$ cat config.mk
export PLATFORM = sky130hd
export DESIGN_NAME = tetris_cmd_queue
export DESIGN_NICKNAME = d
export VERILOG_FILES = /design/src/rtl/tetris_pkg.sv /design/src/rtl/cmd_fifo.sv /design/src/rtl/tetris_cmd_queue.sv
export SDC_FILE = /design/constraint.sdc
export NUM_CORES = 1
export LEC_CHECK = 0
export BUFFER_PORTS_ARGS = -buffer_cell sky130_fd_sc_hd__buf_2
export CAP_MARGIN = 20
export CORE_MARGIN = 1.5
export CORE_UTILIZATION = 25
export CTS_BUF_LIST = sky130_fd_sc_hd__clkbuf_2
export DETAILED_ROUTE_END_ITERATION = 6
export PLACE_DENSITY_LB_ADDON = 0.12
export SLEW_MARGIN = 25
export SYNTH_ARGS = -nofsm -noshare
export SYNTH_HDL_FRONTEND = slang
export SYNTH_HIERARCHICAL = 1
export SYNTH_SLANG_ARGS = --single-unit
$ cat constraint.sdc
create_clock -name clk -period 4 [get_ports clk]
set_clock_uncertainty 0.1 [all_clocks]
set_input_delay 0.4 -clock clk [delete_from_list [all_inputs] [get_ports clk]]
set_output_delay 0.4 -clock clk [all_outputs]
set_load 0.01 [all_outputs]
$ cat src/rtl/tetris_pkg.sv
// Shared command encoding for the input queue and the game-logic FSM.
package tetris_pkg;

  localparam int CMD_W = 2;

  localparam logic [CMD_W-1:0] CMD_LEFT  = 2'd0;
  localparam logic [CMD_W-1:0] CMD_RIGHT = 2'd1;
  localparam logic [CMD_W-1:0] CMD_ROT   = 2'd2;
  localparam logic [CMD_W-1:0] CMD_DROP  = 2'd3;

endpackage

$ cat src/rtl/cmd_fifo.sv
// Small synchronous command FIFO with a registered head word.
// The head register always holds the entry at the read pointer, so the
// consumer sees the next command on the edge after a pop.
module cmd_fifo
  import tetris_pkg::*;
#(
  parameter int DEPTH = 4
) (
  input  logic                     clk,
  input  logic                     reset,
  input  logic                     flush,
  input  logic                     push,
  input  logic [CMD_W-1:0]         push_data,
  input  logic                     pop,
  output logic [CMD_W-1:0]         head,
  output logic                     full,
  output logic                     empty,
  output logic [$clog2(DEPTH):0]   count
);

  localparam int AW = $clog2(DEPTH);
  localparam int CW = AW + 1;

  logic [CMD_W-1:0] mem [DEPTH];
  logic [AW-1:0]    wr_ptr;
  logic [AW-1:0]    rd_ptr;
  logic [AW-1:0]    rd_next;
  logic [CW-1:0]    remain;
  logic             pop_eff;
  logic             push_eff;

  assign full     = (count == CW'(DEPTH));
  assign empty    = (count == '0);
  assign pop_eff  = pop & ~empty;
  // Push at full is legal only when the same edge frees a slot.
  assign push_eff = push & (~full | pop_eff);
  assign rd_next  = rd_ptr + AW'(pop_eff);
  assign remain   = count - CW'(pop_eff);

  // Storage array: data only, never reset.
  always_ff @(posedge clk) begin
    if (push_eff && !flush && !reset) begin
      mem[wr_ptr] <= push_data;
    end
  end

  // Pointers, occupancy and the registered head word.
  always_ff @(posedge clk) begin
    if (reset || flush) begin
      wr_ptr <= '0;
      rd_ptr <= '0;
      count  <= '0;
      head   <= '0;
    end else begin
      wr_ptr <= wr_ptr + AW'(push_eff);
      rd_ptr <= rd_next;
      count  <= count + CW'(push_eff) - CW'(pop_eff);
      if (remain == '0) begin
        // Nothing left behind the pop: the incoming word becomes head.
        if (push_eff) begin
          head <= push_data;
        end
      end else begin
        head <= mem[rd_next];
      end
    end
  end

endmodule

$ cat src/rtl/tetris_cmd_queue.sv
// Button-pulse to move-command queue: latches debounced presses into a
// pending register, serialises them by fixed priority (DROP > ROT > LEFT >
// RIGHT) and buffers them for the game FSM behind a valid/ready handshake.
module tetris_cmd_queue
  import tetris_pkg::*;
#(
  parameter int DEPTH = 4,
  parameter int CNT_W = 8
) (
  input  logic                   clk,
  input  logic                   reset,
  input  logic                   btn_left,
  input  logic                   btn_right,
  input  logic                   btn_rot,
  input  logic                   btn_drop,
  input  logic                   flush,
  input  logic                   cmd_ready,
  output logic                   cmd_valid,
  output logic [CMD_W-1:0]       cmd_code,
  output logic [$clog2(DEPTH):0] fifo_count,
  output logic                   overflow,
  output logic [CNT_W-1:0]       drop_cnt
);

  // Pending bits are indexed by command code.
  logic [3:0]       btn_vec;
  logic [3:0]       pending;
  logic [3:0]       sel;
  logic [3:0]       xfer_sel;
  logic [3:0]       dropped;
  logic [CMD_W-1:0] push_code;
  logic             push;
  logic             pop;
  logic             fifo_full;
  logic             fifo_empty;

  assign btn_vec = {btn_drop, btn_rot, btn_right, btn_left};

  function automatic logic [2:0] popcount4(input logic [3:0] v);
    popcount4 = 3'(v[0]) + 3'(v[1]) + 3'(v[2]) + 3'(v[3]);
  endfunction

  function automatic logic [CNT_W-1:0] sat_add(input logic [CNT_W-1:0] a,
                                               input logic [2:0]       inc);
    logic [CNT_W+3:0] sum;
    sum = (CNT_W + 4)'(a) + (CNT_W + 4)'(inc);
    if (sum > (CNT_W + 4)'({CNT_W{1'b1}})) begin
      sat_add = {CNT_W{1'b1}};
    end else begin
      sat_add = sum[CNT_W-1:0];
    end
  endfunction

  // Fixed-priority pick of the next pending press.
  always_comb begin
    sel       = '0;
    push_code = CMD_LEFT;
    if (pending[CMD_DROP]) begin
      sel[CMD_DROP] = 1'b1;
      push_code     = CMD_DROP;
    end else if (pending[CMD_ROT]) begin
      sel[CMD_ROT] = 1'b1;
      push_code    = CMD_ROT;
    end else if (pending[CMD_LEFT]) begin
      sel[CMD_LEFT] = 1'b1;
      push_code     = CMD_LEFT;
    end else if (pending[CMD_RIGHT]) begin
      sel[CMD_RIGHT] = 1'b1;
      push_code      = CMD_RIGHT;
    end
  end

  assign pop      = cmd_valid & cmd_ready;
  assign push     = (pending != '0) && (!fifo_full || pop) && !flush;
  assign xfer_sel = sel & {4{push}};
  // A repeat press on a bit leaving this cycle is kept, not dropped.
  assign dropped  = btn_vec & pending & ~xfer_sel;

  // Pending register and dropped-press bookkeeping.
  always_ff @(posedge clk) begin
    if (reset) begin
      pending  <= '0;
      overflow <= 1'b0;
      drop_cnt <= '0;
    end else if (flush) begin
      pending <= '0;
    end else begin
      pending <= (pending & ~xfer_sel) | btn_vec;
      if (dropped != '0) begin
        overflow <= 1'b1;
        drop_cnt <= sat_add(drop_cnt, popcount4(dropped));
      end
    end
  end

  cmd_fifo #(
    .DEPTH (DEPTH)
  ) u_fifo (
    .clk       (clk),
    .reset     (reset),
    .flush     (flush),
    .push      (push),
    .push_data (push_code),
    .pop       (pop),
    .head      (cmd_code),
    .full      (fifo_full),
    .empty     (fifo_empty),
    .count     (fifo_count)
  );

  assign cmd_valid = ~fifo_empty;

endmodule
# ---- Word-level counts from Yosys, hierarchy flattened
# Memory sizes are Yosys's and may differ from the RTL's.
# Cells that the tools add are included.
dict set report word_totals {
  ff_bits 22
  latchBits 0
  ramBits 8
  rom_bits 0
  in_bits 8
  elab_cells 64
  n_memories 1
}
# memory words word_bits rd rd_clocked_by_memory_dff wr line_no
set mem_list {}
lappend mem_list {u_fifo.mem 4 2 1 0 1 cmd_fifo.sv:24} ;# logic [CMD_W-1:0] mem [DEPTH];
dict set report classes {
  add_sub_neg 9
  n_mul 0
  div 0
  order_cmp 1
  eq_ne 2
  shift 0
  muxes 16
  bitwise 13
  reduce_logical 15
}
# operator count
set ops {}
lappend ops {{$and A4 B4 Y4} 4}
lappend ops {{$mux W2} 5}
lappend ops {{$add A8 B3 Y9} 1}
lappend ops {{$gt A9 B8 Y1 const B} 1}
lappend ops {{$mux W1} 9}
lappend ops {{$mux W8} 1}
lappend ops {{$reduce_bool A4 Y1} 2}
lappend ops {{$add A3 B1 Y3} 2}
lappend ops {{$logic_not A3 Y1} 2}
lappend ops {{$sub A3 B1 Y3} 2}
lappend ops {{$add A2 B1 Y2} 2}
lappend ops {{$logic_and A1 B1 Y1} 4}
lappend ops {{$not A4 Y4} 1}
lappend ops {{$or A4 B4 Y4} 1}
lappend ops {{$add A2 B1 Y3} 1}
lappend ops {{$and A1 B1 Y1} 3}
lappend ops {{$eq A3 B3 Y1 const B} 1}
lappend ops {{$logic_not A1 Y1} 3}
lappend ops {{$mux W3} 1}
lappend ops {{$not A1 Y1} 3}
lappend ops {{$add A1 B1 Y2} 1}
lappend ops {{$logic_or A1 B1 Y1} 2}
lappend ops {{$ne A2 B1 Y1 const B} 1}
lappend ops {{$reduce_and A2 Y1} 1}
lappend ops {{other kinds (2)} 2}

# ---- Depth between registers and ports, before layout
dict set report logic_depth {
  word_depth 15
  mapped_depth 16
  depth_no_buf 16
}

# ---- Cells and area by module
# The synthesis kept the hierarchy.
# module n_inst cells_per_inst area_each_um2 seq_area_each_um2
set by_module_without_submodules {}
lappend by_module_without_submodules {tetris_cmd_queue 1 93 815.8 260.2}
lappend by_module_without_submodules {cmd_fifo 1 62 788.3 420.4}

# ---- Worst setup path before layout
# Ideal clock, no wire load.
dict set report synth_timing {
  path_kind {register to register}
  from {register u_fifo.count[1]}
  to {register drop_cnt[3]}
  setup_ps 101
  arrival_time_ps 3430
  required_ps 3799
  setup_slack_ps 369
  stages_incl_launch_ff 16
  synth_period_minus_slack_ps 3631
  cell_sequence {dfxtp_1 > nor3_1 > nor2b_4 > nor2_2 > o311a_4 > fa_1 > inv_1 > fa_1 > inv_1 > fa_1 > and3_1 > and3_1 > and3_1 > nor2_1 > a211o_2 > o41ai_1}
}
dict set report synth_between {
  elab_chain_len 15
  word_cells_on_any_way 19
  classes_between {add/sub (4); order compare (1); eq/ne (1); mux (1); bitwise (5); reduce/logical (7)}
}
# item line_no
set synth_lines {}
lappend synth_lines {{from (decl)} cmd_fifo.sv:18} ;# output logic [$clog2(DEPTH):0] count
lappend synth_lines {{from (signal assigned)} cmd_fifo.sv:57} ;# count <= count + CW'(push_eff) - CW'(pop_eff);
lappend synth_lines {{$logic_not A3 Y1 (*)} cmd_fifo.sv:33} ;# assign empty = (count == '0);
lappend synth_lines {{via fifo_empty} tetris_cmd_queue.sv:35} ;# logic fifo_empty;
lappend synth_lines {{$not A1 Y1 (*)} tetris_cmd_queue.sv:111} ;# assign cmd_valid = ~fifo_empty;
lappend synth_lines {{$and A1 B1 Y1 (*)} tetris_cmd_queue.sv:73} ;# assign pop = cmd_valid & cmd_ready;
lappend synth_lines {{via pop} tetris_cmd_queue.sv:33} ;# logic pop;
lappend synth_lines {{$logic_or A1 B1 Y1 (*)} tetris_cmd_queue.sv:74} ;# assign push = (pending != '0) && (!fifo_full || pop) && !flush;
lappend synth_lines {{$logic_and A1 B1 Y1 (*) (2 in series)} tetris_cmd_queue.sv:74}
lappend synth_lines {{$and A4 B4 Y4 (*)} tetris_cmd_queue.sv:75} ;# assign xfer_sel = sel & {4{push}};
lappend synth_lines {{$not A4 Y4 (*)} tetris_cmd_queue.sv:77} ;# assign dropped = btn_vec & pending & ~xfer_sel;
lappend synth_lines {{$and A4 B4 Y4 (*)} tetris_cmd_queue.sv:77}
lappend synth_lines {{$add A1 B1 Y2} tetris_cmd_queue.sv:40} ;# popcount4 = 3'(v[0]) + 3'(v[1]) + 3'(v[2]) + 3'(v[3]);
lappend synth_lines {{$add A2 B1 Y3} tetris_cmd_queue.sv:40}
lappend synth_lines {{$add A3 B1 Y3} tetris_cmd_queue.sv:40}
lappend synth_lines {{$add A8 B3 Y9} tetris_cmd_queue.sv:46} ;# sum = (CNT_W + 4)'(a) + (CNT_W + 4)'(inc);
lappend synth_lines {{$gt A9 B8 Y1} tetris_cmd_queue.sv:47} ;# if (sum > (CNT_W + 4)'({CNT_W{1'b1}})) begin
lappend synth_lines {{$mux W8} tetris_cmd_queue.sv:47}
lappend synth_lines {{to (signal assigned)} tetris_cmd_queue.sv:91} ;# drop_cnt <= sat_add(drop_cnt, popcount4(dropped));
lappend synth_lines {{to (decl)} tetris_cmd_queue.sv:22} ;# output logic [CNT_W-1:0] drop_cnt
# Mark *: on every way through the listed nets, which the timed path passes. The rest lies on a longest branch.
# A chain may end at the register's enable or synchronous reset.

# ---- Worst setup path after layout
dict set report layout_timing {
  from {register u_fifo.count[2]}
  to {register drop_cnt[3]}
}
# The elaborated chain is that of the path after synthesis.

==> metrics.txt <==
setup repair after global routing missed its margin=no; number of nets with antenna violations after detailed routing=0; share of the synthesized area in the top cell type=27.5%; Gate power share=11.9%; Synthesized Nets=172; Worst Setup End Kind=register; minimum period implied by the final worst setup slack=3.76 ns; CP Launch Type=register; total standard cell area after synthesis=1600 sq um; clock insertion delay at the later pin of the skew report=0.36 ns; number of synthesized flops with an enable pin=8; final instance area=1880 sq um; net switching fraction of the power=28.5%; clock net sink count=30; Die Span X=83.1 um; die boundary height=83.1 um; clock-pin transition on the worst setup and hold timing paths=0.18 ns; Setup Slack @ Placement=0.126 ns; CTS Buffer Depth=2; number of CTS-inserted buffers=5; Finish-stage setup viols=0; Tightest Pin Transition=0.543 ns; PnR Total Power=0.000539 W; largest area contributor in the synthesized netlist=sky130_fd_sc_hd__dfxtp_1; share of synthesized flip-flops with an asynchronous set or reset=0%; part of the power in registers=60.1%; Tightest Hold Check Type=primary input to register; row count=29; final worst slack=0.238 ns; count of cell types in the netlist=50; Worst Hold Margin=0.188 ns; number of pins exceeding their max-slew limit in the final report=0; met1 usage=14.7%; vias in the first global route=1,300; sequential cell area=684 sq um; global-route usage over all layers=11.4%; H-tree levels=2; clock network power share=28.0%; post-detailed-route DRC marker count=0; routed vias=1,257; Crit Path Class=register to register; residual overflow from global routing=0; most utilized layer in the global route result=met2; Max Cap Viol=0; headroom to the max-slew limit=63.8%; weighted congestion reported at the end of routability-driven placement=0.776; die outline area=6910 sq um; cell with the most instances after synthesis=sky130_fd_sc_hd__dfxtp_1; Net Switching=0.000154 W; data arrival time at the worst-slack endpoint=3.94 ns; VDD IR-drop max=0.000134 V; crit-path max cell delay=0.49 ns; First DRT Iteration DRCs=52; maximum number of pins on one net before global-route repair=17; post-route setup TNS=0 ns; number of failing hold endpoints at the final stage=0; share of the clock period used by the worst path after layout=94.1%; most instantiated cells after synthesis=sky130_fd_sc_hd__dfxtp_1, sky130_fd_sc_hd__nor2_1, sky130_fd_sc_hd__inv_1; Cell Pwr Density=286 nW/um^2; crit path max fanout=5; boundary pin count=23; flip-flop and latch count after synthesis=30; most used flip-flop cell after synthesis=sky130_fd_sc_hd__dfxtp_1; starting utilization of the core area=25.6%; mean area per synthesized cell=10.3 sq um; library cell appearing most often on the critical path=sky130_fd_sc_hd__fa_1; final net count=202; post-CTS setup-driven buffer insertion count=0; first-pass GRT wire length=6280 um; placed standard-cell area=1820 sq um; number of fillers in the final layout=670; ratio of routed vias to standard cells=4.78; diode count=0; ranking of synthesized cells by area=sky130_fd_sc_hd__dfxtp_1, sky130_fd_sc_hd__edfxtp_1, sky130_fd_sc_hd__fa_1, sky130_fd_sc_hd__nor2_1, sky130_fd_sc_hd__ha_1; library cell contributing the largest single delay on the critical path=sky130_fd_sc_hd__fa_1; initial antenna violation count=0; WL per Instance=13.8 um; sequence of cells on the critical path=nor3_1, buf_4, nor2b_4, nor2_2, o311a_4, fa_1, inv_1, fa_1, inv_1, fa_1, and3_1, and3_4, and3_2, nor2_1, a211o_2, o41ai_1; hpwl dp=2800 um; Gate Count Post-Synth=155; Internal Pwr Total=0.000385 W; status=complete, no violations; Max Clk Rate=266 MHz; final wirelength=3640 um; share of cells above drive strength 1=30.1%; length of the first detailed-routing pass in iterations=4; Seq/Total Area, Yosys=42.4%; Core ar.=6280 sq um; buffers added on ports=22; CTS tree=built; met3 track demand over resource=3.18%; area used by multi-input combinational logic=866 sq um; root buffer cell=sky130_fd_sc_hd__clkbuf_2; Layout Area Growth over Synthesis=17.2%; yosys warns=6; leakage power figure=0.784 nW; met2 layer usage reported by global route=18.3%; required time reported for the critical path endpoint=4.18 ns
[per-layer routing]
metal	part of all wire, %	routed length [um]	vias up
met2	49	1780	27
met3	4.4	160	2
met4	0.74	27	0
met5	0	0	-
met1	46	1670	605
li1	-	-	623
[final timing paths]
path,from,to,slack (ns),cells past startpoint
worst max-delay path,u_fifo/count[2]$_SDFF_PP0_,drop_cnt[3]$_SDFFE_PP0P_,0.24,16
worst min register to register,overflow$_SDFFE_PP0P_,overflow$_SDFFE_PP0P_,0.40,2
worst min-delay path,btn_rot,pending[2]$_SDFF_PP0_,0.19,3
worst max register to register,u_fifo/count[2]$_SDFF_PP0_,drop_cnt[3]$_SDFFE_PP0P_,0.24,16
[state kept, by name, summed over array words and instances, names as in the netlist]
name and flops:
u_fifo/head 2, u_fifo/rd_ptr 2, pending 4, u_fifo/count 3, u_fifo/wr_ptr 2, drop_cnt 8, overflow 1, u_fifo/mem 8
[cells in the final DEF (no fill, tap or decap), types with 5 or more instances in the layout]
cell type / netlist / final
sky130_fd_sc_hd__buf_2: 1 / 22
sky130_fd_sc_hd__dfxtp_1: 22 / 21
sky130_fd_sc_hd__nor2_1: 18 / 18
sky130_fd_sc_hd__inv_1: 11 / 11
sky130_fd_sc_hd__nor3_1: 9 / 8
sky130_fd_sc_hd__edfxtp_1: 8 / 8
sky130_fd_sc_hd__a21oi_1: 6 / 6
sky130_fd_sc_hd__and3_1: 7 / 5
sky130_fd_sc_hd__ha_1: 5 / 5
sky130_fd_sc_hd__clkbuf_2: 0 / 5
sky130_fd_sc_hd__buf_4: 0 / 5
sky130_fd_sc_hd__and2_1: 5 / 5
[power groups by stage]
stage | logic [W] | clock network [W] | registers, W
after CTS | 0.0000654 | 0.000166 | 0.000324
after floorplan | 0.0000406 | 0 | 0.000332
after global placement | 0.0000645 | 0 | 0.000331
final | 0.0000643 | 0.000151 | 0.000324
after detailed placement | 0.0000651 | 0 | 0.000331
after global routing | 0.0000727 | 0.000181 | 0.000325
[critical path: cells and delay by family (launching register included)]
| family | cells | cell delay [ns] |
|---|---|---|
| AO/OA/AOI/OAI | 3 | 0.73 |
| adder cells (fa/ha/maj) | 3 | 1.12 |
| buffers and inverters | 3 | 0.28 |
| flip-flops | 1 | 0.41 |
| AND/OR/NAND/NOR | 7 | 1.04 |
[what timing repair did]
action	in CTS	in global routing
setup endpoints to repair	0	5
hold buffers	0	0
resized for setup	0	5
[per-stage QoR]
step / cells / util [%]
6_report: 263 / 30.0
5_1_grt: 263 / 30.0
4_1_cts: 263 / 29.7
3_5_place_dp: 255 / 29.1
3_3_place_gp: 255 / 29.1
2_1_floorplan: 155 / -
[layout make-up]
cell class	count	area share (%)
clock buffers	5	1.33
multi-input cells	109	46.0
inverters	12	2.40
repair buffers	27	7.85
well taps	77	5.12
clock inverters	3	0.865
flip-flops and latches	30	36.4
[cell families (layout without fill, tap and decap cells)]
| family | after synthesis | in the layout | synth area share, % |
|---|---|---|---|
| simple gates | 60 | 60 | 20.6 |
| compound gates | 31 | 31 | 17.0 |
| flops | 30 | 30 | 42.4 |
| buf+inv | 16 | 47 | 4.29 |
| fa+ha+maj | 9 | 9 | 8.89 |
| xor+xnor | 5 | 5 | 2.73 |
| mux | 4 | 4 | 4.06 |
Power figures use the tool's default switching activity.
